===== src/rtl/frequency_sweeper_multimode.sv =====
// frequency_sweeper_multimode: pops sweep instructions from a FIFO and steps a DDS tuning word
// through single, sawtooth-repeat, triangle or triangle-repeat ramps with optional clamping.
module frequency_sweeper_multimode #(
  parameter int FREQ_W = 32,
  parameter int DWELL_W = 16,
  parameter int NSTEP_W = 10,
  parameter int SATURATE = 0,
  localparam int CMD_W = 2*FREQ_W+DWELL_W+NSTEP_W+2
) (
  input  logic               clk,
  input  logic               reset_n,
  input  logic [CMD_W-1:0]   fifo_data,
  input  logic               fifo_empty,
  output logic               fifo_rd_en,
  input  logic               abort,
  output logic [FREQ_W-1:0]  dds_freq,
  output logic [NSTEP_W-1:0] step_index,
  output logic               sweep_start,
  output logic               step_strobe,
  output logic               sweep_wrap,
  output logic               sweep_done,
  output logic               sweep_aborted,
  output logic               busy
);
  typedef enum logic [1:0] {S_IDLE, S_READ, S_LOAD, S_RUN} state_t;
  state_t r_state;
  logic [FREQ_W-1:0] r_init, r_step;
  logic [DWELL_W-1:0] r_dwell, r_cnt;
  logic [NSTEP_W-1:0] r_nsteps;
  logic [1:0] r_mode;
  logic r_dir;
  logic w_neg, w_end;
  logic signed [FREQ_W+1:0] w_delta, w_sum;
  logic [FREQ_W-1:0] w_next;
  // The top-of-triangle turn subtracts on the same edge that flips direction
  assign w_neg = r_dir || (step_index == r_nsteps);
  assign w_end = r_dir ? (step_index == '0) : (step_index == r_nsteps && (!r_mode[1] || r_nsteps == '0));
  always_comb begin
    w_delta = $signed({{2{r_step[FREQ_W-1]}}, r_step});
    w_sum = $signed({2'b00, dds_freq}) + (w_neg ? -w_delta : w_delta);
    w_next = (SATURATE != 0 && w_sum[FREQ_W+1]) ? '0 :
             (SATURATE != 0 && w_sum[FREQ_W]) ? '1 : w_sum[FREQ_W-1:0];
  end
  always_ff @(posedge clk or negedge reset_n) begin
    if (!reset_n) begin
      r_state <= S_IDLE;
      r_init <= '0;
      r_step <= '0;
      r_dwell <= '0;
      r_cnt <= '0;
      r_nsteps <= '0;
      r_mode <= '0;
      r_dir <= 1'b0;
      fifo_rd_en <= 1'b0;
      dds_freq <= '0;
      step_index <= '0;
      sweep_start <= 1'b0;
      step_strobe <= 1'b0;
      sweep_wrap <= 1'b0;
      sweep_done <= 1'b0;
      sweep_aborted <= 1'b0;
      busy <= 1'b0;
    end else begin
      fifo_rd_en <= 1'b0;
      sweep_start <= 1'b0;
      step_strobe <= 1'b0;
      sweep_wrap <= 1'b0;
      sweep_done <= 1'b0;
      sweep_aborted <= 1'b0;
      case (r_state)
        S_IDLE: if (!fifo_empty) begin
          fifo_rd_en <= 1'b1;
          busy <= 1'b1;
          r_state <= S_READ;
        end
        S_READ, S_LOAD: if (abort) begin
          sweep_aborted <= 1'b1;
          busy <= 1'b0;
          r_state <= S_IDLE;
        end else if (r_state == S_READ) begin
          r_state <= S_LOAD;
        end else begin
          {r_init, r_step, r_dwell, r_nsteps, r_mode} <= fifo_data;
          dds_freq <= fifo_data[CMD_W-1 -: FREQ_W];
          step_index <= '0;
          r_cnt <= '0;
          r_dir <= 1'b0;
          sweep_start <= 1'b1;
          step_strobe <= 1'b1;
          r_state <= S_RUN;
        end
        S_RUN: if (abort) begin
          sweep_aborted <= 1'b1;
          busy <= 1'b0;
          r_state <= S_IDLE;
        end else if (r_cnt != r_dwell) begin
          r_cnt <= r_cnt + 1'b1;
        end else begin
          r_cnt <= '0;
          if (w_end && r_mode[0]) begin
            dds_freq <= r_init;
            step_index <= '0;
            r_dir <= 1'b0;
            sweep_wrap <= 1'b1;
            step_strobe <= 1'b1;
          end else if (w_end) begin
            sweep_done <= 1'b1;
            busy <= 1'b0;
            r_state <= S_IDLE;
          end else begin
            dds_freq <= w_next;
            step_strobe <= 1'b1;
            r_dir <= w_neg;
            step_index <= w_neg ? step_index - 1'b1 : step_index + 1'b1;
          end
        end
        default: r_state <= S_IDLE;
      endcase
    end
  end
endmodule


===== config.mk =====
export PLATFORM = sky130hd
export DESIGN_NAME = frequency_sweeper_multimode
export DESIGN_NICKNAME = d
export VERILOG_FILES = /design/src/rtl/frequency_sweeper_multimode.sv
export SDC_FILE = /design/constraint.sdc
export NUM_CORES = 1
export LEC_CHECK = 0
export BUFFER_PORTS_ARGS = -buffer_cell sky130_fd_sc_hd__clkbuf_2
export CORE_MARGIN = 2
export CORE_UTILIZATION = 25
export DETAILED_ROUTE_END_ITERATION = 7
export MAX_ROUTING_LAYER = met4
export SKIP_LAST_GASP = 1
export SLEW_MARGIN = 20
export SYNTH_ARGS = -nofsm -noshare
export SYNTH_HDL_FRONTEND = slang
export SYNTH_SLANG_ARGS = --single-unit

===== constraint.sdc =====
create_clock -name clk -period 4.5 [get_ports clk]
set_input_delay 1.125 -clock clk [delete_from_list [all_inputs] [get_ports clk]]
set_output_delay 1.125 -clock clk [all_outputs]
set_load 0.05 [all_outputs]

==> impl_metrics.ini, run 1 <==
[outcome]
status = completed

[power]
power.density_nw_per_um2 = 775.2
p_sw_mw = 4.144
switching_share_pct = 45.19
peakVddDrop_mv = 0.2703
clock_power_share_pct = 16.7
p_leak_nw = 5.236
seq_power_share_pct = 28.9
combPwrFrac_pct = 54.4
internal_power_mw = 5.026

[clock_network]
htree_num_levels = 4
post_cts.repair.setup_buffers = 0
cts_buffers = 17
cts-root-buf = clkbuf_16
cts_tree = done
clock_latency_ps = 440
cts_buffer_depth = 2
ctsHoldBuffers = 0
path_clk_slew_ps = 60
cts.sinks = 160

[floorplanning]
core_area_sq_um = 38560
die_x_um = 201.6
die_h_um = 201.6
die_area_sq_um = 40630
initial_core_util_pct = 25.31
core.rowCount = 72
io_pins = 145

[critical_path]
reg2reg_depth = 15
worstSetupPathType = reg -> reg
worstSetupStartpointType = flop
cp_common_cell = a21o_1
startpoint = r_step[6]$_DFFE_PN0P_
r2r_slack_ps = 340
cp_max_fo = 4
r2r-end = dds_freq[29]$_DFFE_PN0P_
endpoint_kind = flop
regToRegStartpoint = r_step[6]$_DFFE_PN0P_
endpoint = dds_freq[29]$_DFFE_PN0P_
cp_slowest_stage_delay_ps = 600
crit_chain = or4_4 > nor4_4 > and2_1 > nand2_1 > o31ai_4 > xnor2_1 > ha_1 > a21o_1 > a21o_1 > a21oi_1 > o21ai_0 > a21o_1 > or4_1 > o2111ai_1 > a31oi_1
cp.required_ps = 4800
cp_slowest_cell = or4_4
arrival_ps = 4470

[routing]
antenna_left = 0
vias = 8016
drtIter0Drc = 409
first_pass_iters = 5
avgRoutedWirePerCell_um = 17.21
drt-vias-per-instance = 4.780
drcViolationCount = 0
wl_um = 28860

[synthesis]
ys_seq_elements = 160
yosysTopAreaCell = dfrtp_1
ys_top_cells_by_area = dfrtp_1 (41%), mux2_2 (10%), ha_1 (5.8%)
synth_top_family_by_area = compound AO/OA/AOI/OAI gates
yosysWarnings = 0
synthXorXnorAreaFrac_pct = 7.897
synth_cell_types = 74
synth_edf_count = 0
yosys.area_share.simple_pct = 14.54
synthAdderAreaFrac_pct = 6.179
syn_avg_cell_area_sq_um = 9.868
netlist_area_sq_um = 9759
synth_compound_area_share_pct = 16.68
synth_mux_area_share_pct = 10.91
synth_top_area_share_pct = 41.03
seq_area_frac_synth_pct = 41.03
synth_flop_cell = dfrtp_1
synth_nets = 1132
synthCells = 989
ys_async_sr_fraction_pct = 100.0

[hold_path]
holdPathStages = 1
min_path_type = reg -> reg

[sta]
tns_ps = 0
finalSetupViolCount = 0
slew_viol_final = 0
fin_ws_ps = 335.3
max_slew_margin_pct = 40.12
final.min_clock_period_ps = 4165
finalClockSkew_ps = 12.51
rsz0062_at_grt = false
hold_viol_final = 0
fmax_ghz = 0.2401
fin_crit_sh_pct = 92.55
worst_slew_pin_slew_ps = 898.2

[place]
preCtsSetupSlack_ps = 156.1
numPortBuffers = 144
place_hpwl_um = 21730
gp_congestion = 0.9018

[finish]
layout-drive-gt1-share_pct = 27.42
fillers = 4080
area_growth_pct = 21.22
seqCellArea_sq_um = 4004
multi_input_area_sq_um = 5518
fin_nets = 1277

[grt]
grt_max_degree = 85
grt_antenna_before_repair = 14
grt_util_all_layers_pct = 14.98
grt_pass1_wl_um = 46120
grt_pass1_vias = 8160
grt_overflow = 0

[job]
drv_cap = 0
==> cells in the final DEF, fill, tap and decap left out, types with 6 or more instances in the layout <==
cell type | Yosys | final
dfrtp_1 | 160 | 160
clkbuf_2 | 1 | 143
nand2_1 | 111 | 111
mux2_2 | 90 | 90
nor2_1 | 53 | 53
xnor2_1 | 49 | 49
o21ai_0 | 49 | 49
ha_1 | 45 | 44
a21oi_1 | 43 | 43
xor2_1 | 39 | 39
buf_4 | 2 | 25
inv_1 | 22 | 22
o211ai_1 | 20 | 20
o21ai_1 | 19 | 19
a31oi_1 | 18 | 18
o31ai_1 | 17 | 17
a21o_1 | 18 | 17
clkbuf_16 | 0 | 17
and3_1 | 16 | 15
diode_2 | 0 | 14
nand3_1 | 14 | 14
nor3_1 | 13 | 13
nor2b_1 | 12 | 12
and2_1 | 11 | 11
or3_1 | 10 | 10
o41ai_1 | 9 | 9
o21a_1 | 8 | 8
nand2b_1 | 8 | 8
nand4_1 | 8 | 8
or4_1 | 7 | 6
o211a_1 | 6 | 6
==> cells in the mapped netlist, drive strengths merged, types with 16 or more instances <==
library cell,number
a21oi,44
clkbuf,34
and3,16
xnor2,49
ha,45
o21ai,68
nand2,111
inv,22
nor2,53
dfrtp,160
o31ai,19
xor2,39
o211ai,20
a31oi,18
a21o,18
mux2,91
==> sequential cells by signal, summed over array words and instances, names as in the netlist <==
name and count:
sweep_done 1, r_mode 2, busy 1, fifo_rd_en 1
dds_freq 32, step_index 10, r_state 2, r_step 32
r_cnt 16, r_init 32, r_nsteps 10, sweep_start 1
r_dir 1, step_strobe 1, r_dwell 16, sweep_wrap 1
sweep_aborted 1
==> repair_timing <==
item,in CTS,in global routing
endpoints found under the hold margin,0,0
gates resized for setup,0,4
endpoints found under the setup margin,0,4
==> critical path: cells and delay by family (launching register included) <==
kind | cells | cell delay (ps)
DFF | 1 | 410
xor gates and xnor gates | 1 | 210
AOI/OAI and AO/OA | 8 | 1440
and+or+nand+nor | 5 | 1670
adders and majority gates | 1 | 300
==> worst min-delay path by stage <==
| stage | slack (ps) | from | end |
|---|---|---|---|
| after floorplan | 470 | r_init[22]$_DFFE_PN0P_ | r_init[22]$_DFFE_PN0P_ |
| final | 500 | busy$_DFFE_PN0P_ | busy$_DFFE_PN0P_ |
| after detailed placement | 490 | busy$_DFFE_PN0P_ | busy$_DFFE_PN0P_ |
| after CTS | 510 | busy$_DFFE_PN0P_ | busy$_DFFE_PN0P_ |
| after global placement | 490 | r_init[22]$_DFFE_PN0P_ | r_init[22]$_DFFE_PN0P_ |
| after global routing | 520 | r_init[10]$_DFFE_PN0P_ | r_init[10]$_DFFE_PN0P_ |
==> power by group through the flow <==
| stage | registers (mW) | logic [mW] | clock network, mW |
|---|---|---|---|
| 6_report | 2.65 | 4.98 | 1.53 |
| 4_1_cts | 2.65 | 5.01 | 1.59 |
| 3_3_place_gp | 2.65 | 4.92 | 0 |
| 3_5_place_dp | 2.67 | 4.98 | 0 |
| 5_1_grt | 2.75 | 5.51 | 1.64 |
| 2_1_floorplan | 3.03 | 3.28 | 0 |
==> routing by layer <==
layer / track usage [%] / vias to the layer above / share of wire (%)
met5: - / - / 0
met4: 5.226 / 0 / 2.3
met3: 4.438 / 43 / 6.0
met2: 23.18 / 145 / 46
met1: 18.59 / 3927 / 46
li1: - / 3901 / -
==> cells by family after synthesis <==
| group | after synthesis |
|---|---|
| AND/OR/NAND/NOR | 287 |
| AO/OA/AOI/OAI | 245 |
| flip-flops | 160 |
| multiplexers | 95 |
| XOR/XNOR | 88 |
| buffers and inverters | 67 |
| adder cells (fa/ha/maj) | 47 |
==> per-stage QoR <==
step / area [sq um] / instances / hold slack [ps] / util, % / total power [mW]
floorplan: 9759 / 989 / 472.1 / - / 6.309
global placement: 11170 / 1633 / 486.5 / 28.97 / 7.575
detailed placement: 11170 / 1633 / 492.5 / 28.97 / 7.657
CTS: 11770 / 1663 / 507.0 / 30.53 / 9.244
global route: 11830 / 1677 / 517.6 / 30.68 / 9.906
finish: 11830 / 1677 / 496.4 / 30.68 / 9.170
==> cell type report <==
class                      count  area share [%]
clock buffer                  21           3.977
tap                          518           5.479
inverter                      23          0.7403
multi-input combinational    762           46.64
timing repair buffer         170           7.901
sequential                   160           33.84
clock inverter                 9           1.121
antenna                       14          0.2961
(Power assumes the default switching activity.)
==> run 2, diff against run 1 <==
--- a/config.mk
+++ b/config.mk
@@ -5,10 +5,10 @@
 export SDC_FILE = /design/constraint.sdc
 export NUM_CORES = 1
 export LEC_CHECK = 0
-export BUFFER_PORTS_ARGS = -buffer_cell sky130_fd_sc_hd__clkbuf_2
 export CORE_MARGIN = 2
 export CORE_UTILIZATION = 25
 export DETAILED_ROUTE_END_ITERATION = 7
+export DONT_BUFFER_PORTS = 1
 export MAX_ROUTING_LAYER = met4
 export SKIP_LAST_GASP = 1
 export SLEW_MARGIN = 20
==> impl_metrics.ini, run 2 (synthesized netlist as in run 1, its figures left out) <==
[grt]
grt_pass1_vias = 7322
grt_antenna_before_repair = 16
grt_overflow = 0
grt_pass1_wl_um = 42900
grt_max_degree = 161
grt_util_all_layers_pct = 14.22

[place]
preCtsSetupSlack_ps = 145.2
place_hpwl_um = 20880
numPortBuffers = 0
place_area_sq_um = 10460
gp_congestion = 0.8976

[clock_network]
cts_buffer_depth = 2
clock_latency_ps = 460
cts_buffers = 17
cts_tree = done
ctsHoldBuffers = 0
post_cts.repair.setup_buffers = 0
cts-root-buf = clkbuf_16
htree_num_levels = 4
path_clk_slew_ps = 70
cts.sinks = 160

[finish]
layout_commonest_cell = dfrtp_1
layout-drive-gt1-share_pct = 17.07
reg_top3 = dds_freq (32), r_init (32), r_step (32)
fin_nets = 1132
fillers = 4053
stdcell_area_sq_um = 11110
final_cell_mix = dfrtp_1 (160), nand2_1 (111), mux2_2 (90)
area_growth_pct = 13.83

[critical_path]
worstSetupPathType = reg -> reg
cp.required_ps = 4840
r2r_slack_ps = 340
endpoint_kind = flop
worstSetupStartpointType = flop
reg2reg_depth = 15
cp_max_fo = 8
r2r-end = dds_freq[31]$_DFFE_PN0P_
arrival_ps = 4500
regToRegStartpoint = r_step[6]$_DFFE_PN0P_

[sta]
finalClockSkew_ps = 11.08
slew_viol_final = 0
hold_viol_final = 0
rsz0062_at_grt = false
fin_crit_sh_pct = 92.53
fin_ws_ps = 336.0
worst_slew_pin_slew_ps = 803.2
final.min_clock_period_ps = 4164
finalSetupViolCount = 0
max_slew_margin_pct = 46.45
holdWs_ps = 367.4
tns_ps = 0
fmax_ghz = 0.2402

[outcome]
status = completed

[power]
power.density_nw_per_um2 = 798.8
p_leak_nw = 4.637
peakVddDrop_mv = 0.2909

[floorplanning]
core.rowCount = 72
die_h_um = 201.6
core_area_sq_um = 38560
die_x_um = 201.6
io_pins = 145
die_area_sq_um = 40630
initial_core_util_pct = 25.31

[routing]
first_pass_iters = 4
antenna_left = 0
drcViolationCount = 0
avgRoutedWirePerCell_um = 17.98
drtIter0Drc = 313
wl_um = 27620
vias = 7390
drt-vias-per-instance = 4.811

[hold_path]
min_path_type = in -> async

[job]
drv_cap = 0
-- run 2: changes by cell type in the layout (fill, tap and decap cells not counted), moves of 3 or more --
cell and delta:
buf_4 -3, clkbuf_2 -143, clkbuf_8 -3, inv_6 +7
-- run 2: per-layer routing --
layer / up-vias / global-route usage [%] / part of all wire [%]
met5: - / - / 0
met4: 0 / 4.779 / 1.9
met3: 29 / 5.977 / 8.7
met2: 157 / 21.19 / 45
met1: 3578 / 17.27 / 44
li1: 3626 / - / -
-- run 2: final cells by class --
cell class	count	area [sq um]	share of cell area (%)
multi-input cells	762	5508	49.58
flip-flops and latches	160	4004	36.04
well taps	518	648.1	5.834
clock buffers	17	425.4	3.829
repair buffers	25	225.2	2.027
clock inverters	15	170.2	1.532
inverters	23	88.84	0.7996
diodes	16	40.04	0.3604
-- run 2: how the worst max path moves through the flow --
stage,start,to,slack (ps),cells past startpoint
after floorplan,step_index[6]$_DFFE_PN0P_,dds_freq[29]$_DFFE_PN0P_,110,16
after global placement,r_step[6]$_DFFE_PN0P_,dds_freq[29]$_DFFE_PN0P_,240,15
after detailed placement,r_step[6]$_DFFE_PN0P_,dds_freq[31]$_DFFE_PN0P_,150,15
after CTS,r_step[6]$_DFFE_PN0P_,dds_freq[31]$_DFFE_PN0P_,140,15
after global routing,r_step[6]$_DFFE_PN0P_,dds_freq[29]$_DFFE_PN0P_,50,15
final,r_step[6]$_DFFE_PN0P_,dds_freq[31]$_DFFE_PN0P_,340,15
-- run 2: worst max-delay path, stage by stage, from the launching register on --
cell and delay [ps]:
dfrtp_1 420, or4_4 600, nor4_4 280, buf_4 180, nand2_1 60, o41ai_1 310
xnor2_1 140, ha_1 430, and3_1 200, and2_1 160, nand4_1 100, a21oi_1 400
or2_0 170, o21ai_1 100, and3_1 160, o32a_1 340
-- run 2: repair_timing --
item | CTS | global route
hold endpoints to repair | 0 | 0
endpoints found under the setup margin | 0 | 4
gates resized for setup | 0 | 3
-- run 2: through the flow --
step                util, %  total power [mW]  cells
floorplan                 -             6.309    989
global placement      27.13             7.335   1488
detailed placement    27.13             7.392   1488
CTS                   28.68             8.938   1520
global route          28.81             9.558   1536
finish                28.81             8.874   1536
-- run 2: report_power, final --
| part | internal (mW) | total [mW] | switching, mW |
|---|---|---|---|
| Combinational | 1.91 | 4.13 | 2.21 |
| Clock | 0.836 | 1.52 | 0.680 |
| Sequential | 2.04 | 3.23 | 1.19 |
